--- src/rtl/dot_product_seq_if.sv ---
// Operand/result handshake bundle for the sequential dot-product controller.
// The slave side belongs to the controller; the master side belongs to the producer/consumer.
interface dot_product_seq_if #(
  parameter int num_elems  = 5,
  parameter int data_width = 2
);
  localparam int cnt_w = $clog2(num_elems + 1);
  localparam int out_w = 2 * data_width + cnt_w;

  logic                            in_valid;
  logic                            in_ready;
  logic [num_elems*data_width-1:0] a_vec;
  logic [num_elems*data_width-1:0] b_vec;
  logic                            out_valid;
  logic                            out_ready;
  logic [out_w-1:0]                outp;
  logic                            busy;
  logic [cnt_w-1:0]                elem_idx;

  modport master (
    output in_valid, a_vec, b_vec, out_ready,
    input  in_ready, out_valid, outp, busy, elem_idx
  );

  modport slave (
    input  in_valid, a_vec, b_vec, out_ready,
    output in_ready, out_valid, outp, busy, elem_idx
  );
endinterface

--- src/rtl/dot_product_seq.sv ---
// Time-multiplexed dot product: captures two packed vectors, runs one MAC per cycle,
// then holds the result on a valid/ready port until it is consumed.
module dot_product_seq #(
  parameter int num_elems  = 5,
  parameter int data_width = 2
) (
  input logic               clock,
  input logic               reset,
  dot_product_seq_if.slave  bus
);
  localparam int cnt_w = $clog2(num_elems + 1);
  localparam int out_w = 2 * data_width + cnt_w;
  localparam logic [cnt_w-1:0] lastIdx = cnt_w'(num_elems - 1);

  typedef enum logic [1:0] {IDLE, MAC, DONE} state_t;

  state_t                          r_state;
  logic [num_elems*data_width-1:0] r_aVec;
  logic [num_elems*data_width-1:0] r_bVec;
  logic [out_w-1:0]                r_acc;
  logic [cnt_w-1:0]                r_idx;
  logic                            r_inReady;
  logic                            r_outValid;
  logic [out_w-1:0]                r_outp;
  logic                            r_busy;

  logic [data_width-1:0]   w_aElem;
  logic [data_width-1:0]   w_bElem;
  logic [2*data_width-1:0] w_prod;
  logic [out_w-1:0]        w_accNext;

  assign w_aElem   = r_aVec[r_idx*data_width +: data_width];
  assign w_bElem   = r_bVec[r_idx*data_width +: data_width];
  assign w_prod    = {{data_width{1'b0}}, w_aElem} * {{data_width{1'b0}}, w_bElem};
  assign w_accNext = r_acc + out_w'(w_prod);

  // The final element's sum goes straight into outp so the result is ready the edge MAC ends.
  always_ff @(posedge clock) begin
    if (reset) begin
      r_state    <= IDLE;
      r_aVec     <= '0;
      r_bVec     <= '0;
      r_acc      <= '0;
      r_idx      <= '0;
      r_inReady  <= 1'b1;
      r_outValid <= 1'b0;
      r_outp     <= '0;
      r_busy     <= 1'b0;
    end else begin
      case (r_state)
        IDLE: begin
          if (bus.in_valid && r_inReady) begin
            r_aVec    <= bus.a_vec;
            r_bVec    <= bus.b_vec;
            r_acc     <= '0;
            r_idx     <= '0;
            r_inReady <= 1'b0;
            r_busy    <= 1'b1;
            r_state   <= MAC;
          end
        end
        MAC: begin
          r_acc <= w_accNext;
          if (r_idx == lastIdx) begin
            r_idx      <= '0;
            r_outp     <= w_accNext;
            r_outValid <= 1'b1;
            r_state    <= DONE;
          end else begin
            r_idx <= r_idx + 1'b1;
          end
        end
        DONE: begin
          if (bus.out_ready) begin
            r_outValid <= 1'b0;
            r_inReady  <= 1'b1;
            r_busy     <= 1'b0;
            r_state    <= IDLE;
          end
        end
        default: r_state <= IDLE;
      endcase
    end
  end

  assign bus.in_ready  = r_inReady;
  assign bus.out_valid = r_outValid;
  assign bus.outp      = r_outp;
  assign bus.busy      = r_busy;
  assign bus.elem_idx  = r_idx;
endmodule

--- src/flat_wrapper.sv ---
// flat-port wrapper written by rule: the top's interface ports become plain ports
module dot_product_seq_flat 
#(
  parameter int num_elems  = 5,
  parameter int data_width = 2
)
  (clock, reset, bus_in_valid, bus_a_vec, bus_b_vec, bus_out_ready, bus_in_ready, bus_out_valid, bus_outp, bus_busy, bus_elem_idx);
  dot_product_seq_if #(.num_elems(num_elems), .data_width(data_width)) bus_i ();
  input logic clock;
  input logic reset;
  input wire logic [$bits(bus_i.in_valid)-1:0] bus_in_valid;
  input wire logic [$bits(bus_i.a_vec)-1:0] bus_a_vec;
  input wire logic [$bits(bus_i.b_vec)-1:0] bus_b_vec;
  input wire logic [$bits(bus_i.out_ready)-1:0] bus_out_ready;
  output wire logic [$bits(bus_i.in_ready)-1:0] bus_in_ready;
  output wire logic [$bits(bus_i.out_valid)-1:0] bus_out_valid;
  output wire logic [$bits(bus_i.outp)-1:0] bus_outp;
  output wire logic [$bits(bus_i.busy)-1:0] bus_busy;
  output wire logic [$bits(bus_i.elem_idx)-1:0] bus_elem_idx;
  assign bus_i.in_valid = bus_in_valid;
  assign bus_i.a_vec = bus_a_vec;
  assign bus_i.b_vec = bus_b_vec;
  assign bus_i.out_ready = bus_out_ready;
  assign bus_in_ready = bus_i.in_ready;
  assign bus_out_valid = bus_i.out_valid;
  assign bus_outp = bus_i.outp;
  assign bus_busy = bus_i.busy;
  assign bus_elem_idx = bus_i.elem_idx;
  dot_product_seq #(.num_elems(num_elems), .data_width(data_width)) u_core (.clock(clock), .reset(reset), .bus(bus_i));
endmodule
--- config.mk ---
export PLATFORM = sky130hd
export DESIGN_NAME = dot_product_seq_flat
export DESIGN_NICKNAME = d
export VERILOG_FILES = /design/src/rtl/dot_product_seq_if.sv /design/src/rtl/dot_product_seq.sv /design/src/flat_wrapper.sv
export SDC_FILE = /design/constraint.sdc
export NUM_CORES = 1
export LEC_CHECK = 0
export ABC_CLOCK_PERIOD_IN_PS = 8189
export BUFFER_PORTS_ARGS = -buffer_cell sky130_fd_sc_hd__buf_2
export CAP_MARGIN = 0
export CORE_ASPECT_RATIO = 1.25
export CORE_MARGIN = 5
export CORE_UTILIZATION = 45
export CTS_CLUSTER_DIAMETER = 200
export CTS_CLUSTER_SIZE = 28
export DETAILED_ROUTE_END_ITERATION = 10
export PLACE_DENSITY = 0.76
export SETUP_SLACK_MARGIN = 0.1
export SYNTH_ARGS = -nofsm -noshare
export SYNTH_HDL_FRONTEND = slang
export SYNTH_SLANG_ARGS = --single-unit
export TNS_END_PERCENT = 30
--- constraint.sdc ---
create_clock -name clock -period 8.19 [get_ports clock]
set_input_delay 0.819 -clock clock [delete_from_list [all_inputs] [get_ports clock]]
set_output_delay 0.819 -clock clock [all_outputs]
set_load 0.005 [all_outputs]
======== Word level (Yosys, flattened, before mapping) ========
Index checks and enable logic that the tools add are counted.
operators by class
  shift-type cells ........................ 2
  add/sub/neg operators ................... 2
  reductions and logical operators ........ 11
  multipliers ............................. 1
  equality and inequality tests ........... 6
  muxes and demuxes ....................... 17
operators with widths
  kind                 number
  $shiftx 10x5->2      2
  $pmux 7 s2           1
  $reduce_and 3->1     3
  $add 7x4->7          1
  $mux 7               1
  $mux 2               3
  $mux 3               2
  $pmux 1 s2           3
  $pmux 2 s3           1
  $pmux 3 s2           1
  $reduce_and 2->1     3
  $reduce_bool 2->1    3
  $mux 1               5
  $mul 2x2->4          1
  $ne 2x1->1 const B   2
  $add 3x1->3 const B  1
  $eq 3x3->1 const B   1
  $eq 2x1->1 const B   1
  $eq 2x2->1 const B   1
  $logic_not 2->1      1
  $ne 2x2->1 const B   1
  $logic_and 1x1->1    1
word-level totals
  register bits after elaboration ......... 42
  logic and storage cells ................. 48

======== Depth between registers and ports, before layout ========
  word-level depth ........................ 4
  mapped depth ............................ 14

======== Worst setup path after synthesis ========
No wires, ideal clock.
  kind .................................... flip-flop to flip-flop
  start ................................... register u_core.r_idx[0] (netlist: u_core.bus.elem_idx[0])
  end ..................................... register u_core.r_outp[5] (netlist: u_core.bus.outp[5])
  data arrival time ....................... 2763 ps
  library setup time ...................... 86 ps
  path buffers ............................ 2
  required time ........................... 8104 ps
  slack ................................... 5341 ps
  cell stages (with the launch flop) ...... 14
  cell sequence ........................... dfxtp_1 buf_2 clkbuf_1 o21ai_0 a21oi_1 nor2_1 fa_1 ha_1 inv_1 fa_1 nor2b_1 o21ai_0 xor2_1 a211oi_1
on the way
  word-level cells in the longest chain between the ends .. 3
  elaborated cells on any way between the ends .. 6
ends and longest elaborated chain
  element                             RTL line                                      source
  from (decl)                         dot_product_seq.sv:21                         logic [cnt_w-1:0] r_idx;
  from (signal assigned)              dot_product_seq.sv:70                         r_idx <= r_idx + 1'b1;
  $shiftx 10x5->2 (on tied branches)  dot_product_seq.sv:32, dot_product_seq.sv:33
  $mul 2x2->4                         dot_product_seq.sv:34                         assign w_prod = {{data_width{1'b0}}, w_aElem} * {{data_width{1'b0}}, w_bElem};
  $add 7x4->7                         dot_product_seq.sv:35                         assign w_accNext = r_acc + out_w'(w_prod);
  to (signal assigned)                dot_product_seq.sv:66                         r_outp <= w_accNext;
  to (decl)                           dot_product_seq.sv:24                         logic [out_w-1:0] r_outp;
Several ways; a longest one is shown, not always the timed one.
A chain may end at the register's enable or synchronous reset.

======== Worst setup path after layout ========
  start ................................... register u_core.r_idx[2] (netlist: u_core.bus.elem_idx[2])
  end ..................................... register u_core.r_acc[5]
on the way
  word-level cells in the longest chain between the ends .. 4
  elaborated cells on any way between the ends .. 5
ends and longest elaborated chain
  element                             RTL line                                      source
  $shiftx 10x5->2 (on tied branches)  dot_product_seq.sv:32, dot_product_seq.sv:33
  $mul 2x2->4 (*)                     dot_product_seq.sv:34
  $add 7x4->7 (*)                     dot_product_seq.sv:35
  $pmux 7 s2 (*)                      dot_product_seq.sv:50                         case (r_state)
  to (signal assigned)                dot_product_seq.sv:63                         r_acc <= w_accNext;
  to (decl)                           dot_product_seq.sv:20                         logic [out_w-1:0] r_acc;
Every way passes the cells marked *; elsewhere a longest branch is shown, timed or not.

==> results.md <==
- CP endpoint kind: register
- Post-DRT Antenna Nets: 0
- EDFF count, synth: 0
- Flops & latches, synth: 42
- Power Density: 175 mW/mm^2
- Die height: 83.9 microns
- Worst Max-Slew Pin Slew: roughly 0.90 ns
- Tot GR Track Use: 14.3%
- Unrepaired setup endpoints after global routing: no
- Core area: 0.00432 sq mm
- Clk slew on worst S/H paths: approximately 0.070 ns
- Largest stage delay, worst path: 0.63 ns
- Syn Nets: 275
- Area leader, netlist: dfxtp_1
- Share of layout cells above drive strength 1: between 15 and 20%
- Flop pwr share: a little under three fifths
- Drt drc: 0
- Final nets: 302
- Design area: 0.00220 sq mm
- Gpl congestion: 0.808
- Worst-path fanout max: 14
- CP arrival: 3.24 ns
- Setup Fix Bufs, Post-CTS: 0
- Status: completed
- Yosys cell types: 33
- Asr flop ratio synth: 0%
- Iteration-0 DRC Markers: 55
- Hold path depth: 2
- Synthesized area: 0.00197 sq mm
- Synthesized netlist cell count: approximately 240
- Final hold violations: 0
- Width of the die: 69.2 microns
- Warnings, synthesis: 0
- Crit path time final: slightly above 3 ns
- Clk sinks: 42
- Rel. slew slack: 39.8%
- First-pass GRT wire length: 6750 microns
- CP Data Required Time: 8.40 ns
- Final Max Slew Viols: 0
- Commonest non-fill, non-tap cells in the layout: nand2_1, dfxtp_1, a21oi_1
- PnR worst setup slack: 5.16 ns
- Mean routed wirelength per cell: roughly 12 microns
- Site Rows: 27
- Pre-CTS setup slack: 5.17 ns
- CP max-delay cell: dfxtp_1
- CP Cell Sequence: mux2i_1 > o21ai_0 > a21oi_1 > nor2_1 > fa_1 > ha_1 > inv_1 > fa_1 > nor2b_1 > o21ai_0 > xor2_1 > o31ai_1
- Worst R2R Path Depth: 12
- Initial antenna violation count: 0
- Num CTS Buffers: 5
- CTS Hold Bufs: 0
- Comb power frac: 11.2%
- Initial core utilization: 45.5%
- Drt via density: a little over 5
- Clock latency on the worst-skew pair: around 0.29 ns
- Router iterations before antenna repair: 4
- Die area: 0.00580 sq mm
- Via count: 1656
- Io pins: 37
- Antenna diodes: 0
- Tcrit/Tclk final: between 30% and 40%
- Peak supply drop: around 0.12 mV
- P_leak: 0.850 nW
- H-tree depth: 2
- Top cells by area, synth: dfxtp_1, a21oi_1, nand2_1, ha_1, mux2i_1
- Placed instance area: 0.00213 sq mm
- Post-Route WL: 3930 microns
- Crit Path Category: reg -> reg
- Post-DP HPWL: 2830 microns
- Net Sw Frac: roughly a quarter
- Syn Area/Cell: 8.13 sq um
- Filler Cells Inserted: 457
- Pint: 0.288 mW
- Psw: 0.0974 mW
- Post-CTS sizing: 0
- Commonest non-fill, non-tap cell in the layout: nand2_1
- HP Class: reg -> reg
- Max-cap viol count: 0
- Post-synth top flop: dfxtp_1
- Largest net degree at the start of global routing: 43
- Max Fclk: 330 MHz
- Vias in the first global route: 1571
- # setup viols final: 0
- TritonCTS clock tree: yes
- Root Buffer: clkbuf_8
- Post-Route Setup TNS: 0 ns
- Area grow syn2layout: 11.9%
- Sequential share of the synthesized area: 42.7%
- Port buffer count: 36
- Skew final: 0.00581 ns
- Clock Tree Buf Depth: 2
- Setup crit start kind: register
- Clock power share: approximately a third
- Final global-route overflow total: 0
- Synth top area share: 42.7%
-- path summary, 6_finish.rpt --
path	from	endpoint	slack [ns]
setup / recovery	u_core.bus.elem_idx[2]	u_core.r_acc[5]	5.16
hold / removal	u_core.bus.outp[4]	u_core.bus.outp[4]	0.45
setup reg to reg	u_core.bus.elem_idx[2]	u_core.r_acc[5]	5.16
hold reg to reg	u_core.bus.outp[4]	u_core.bus.outp[4]	0.45
-- layout make-up --
| cell class | instances | area [sq um] | area share, % |
|---|---|---|---|
| Multi-Input combinational cell | 177 | 1010 | 45.7 |
| Sequential cell | 42 | 841 | 38.2 |
| Timing Repair Buffer | 36 | 180 | 8.18 |
| Clock buffer | 7 | 76.3 | 3.47 |
| Tap cell | 58 | 72.6 | 3.30 |
| Inverter | 7 | 26.3 | 1.19 |
-- critical path, delay by kind of cell (launching register included) --
family,cells,cell delay [ns]
AO/OA/AOI/OAI,4,0.57
XOR/XNOR,1,0.16
adder cells (fa/ha/maj),3,1.07
buffers and inverters,1,0.05
flip-flops,1,0.63
multiplexers,1,0.23
AND/OR/NAND/NOR,2,0.21
-- sequential cells by signal (all words and copies together), names as in the netlist --
register              cells
u_core.r_aVec            10
u_core.bus.outp           7
u_core.r_acc              7
u_core.r_bVec            10
u_core.r_state            2
u_core.bus.out_valid      1
u_core.bus.elem_idx       3
u_core.bus.in_ready       1
u_core.bus.busy           1
-- metrics by stage --
step / utilization (%) / hold slack, ns / total power, mW / cells
3_3_place_gp: 49.2 / 0.439 / 0.267 / 320
6_report: 50.9 / 0.453 / 0.386 / 327
5_1_grt: 50.9 / 0.480 / 0.405 / 327
2_1_floorplan: - / 0.436 / 0.258 / 242
3_5_place_dp: 49.2 / 0.448 / 0.268 / 320
4_1_cts: 50.9 / 0.461 / 0.391 / 327
-- synthesized netlist by cell type (2+ instances only) --
cell       n
clkbuf_1   6
buf_2      7
nand3_1    9
nor2b_1    2
a31oi_1    3
buf_6      2
a211oi_1   3
fa_1       2
mux2i_1    8
nand3b_1   5
ha_1       7
nor2_1    17
xor2_1     2
dfxtp_1   42
a21oi_1   41
nand2b_1   3
nand2_1   54
o31ai_1    2
o21a_1     2
o21ai_0    6
inv_1      7
-- logic make-up after synthesis --
kind of cell	count (synthesis)	synth area share [%]
adders and majority gates	9	6.48
DFF	42	42.7
AOI/OAI and AO/OA	59	16.4
buffers and inverters	23	6.17
and+or+nand+nor	98	22.8
muxes	8	4.07
xor gates and xnor gates	3	1.34
-- power groups by stage --
| stage | Sequential (mW) | Combinational [mW] | Clock (mW) |
|---|---|---|---|
| final | 0.220 | 0.0430 | 0.123 |
| after global routing | 0.221 | 0.0495 | 0.135 |
| after floorplan | 0.222 | 0.0363 | 0 |
| after CTS | 0.220 | 0.0435 | 0.127 |
| after detailed placement | 0.225 | 0.0434 | 0 |
| after global placement | 0.224 | 0.0424 | 0 |
-- metal layers --
layer  track usage, %  vias up  wire [microns]
met2             26.6       29            1990
li1                 -      868               -
met1             14.7      751            1710
met5                0        -               0
met4             6.39        0              70
met3             3.86        8             158
Power figures use the tool's default switching activity.
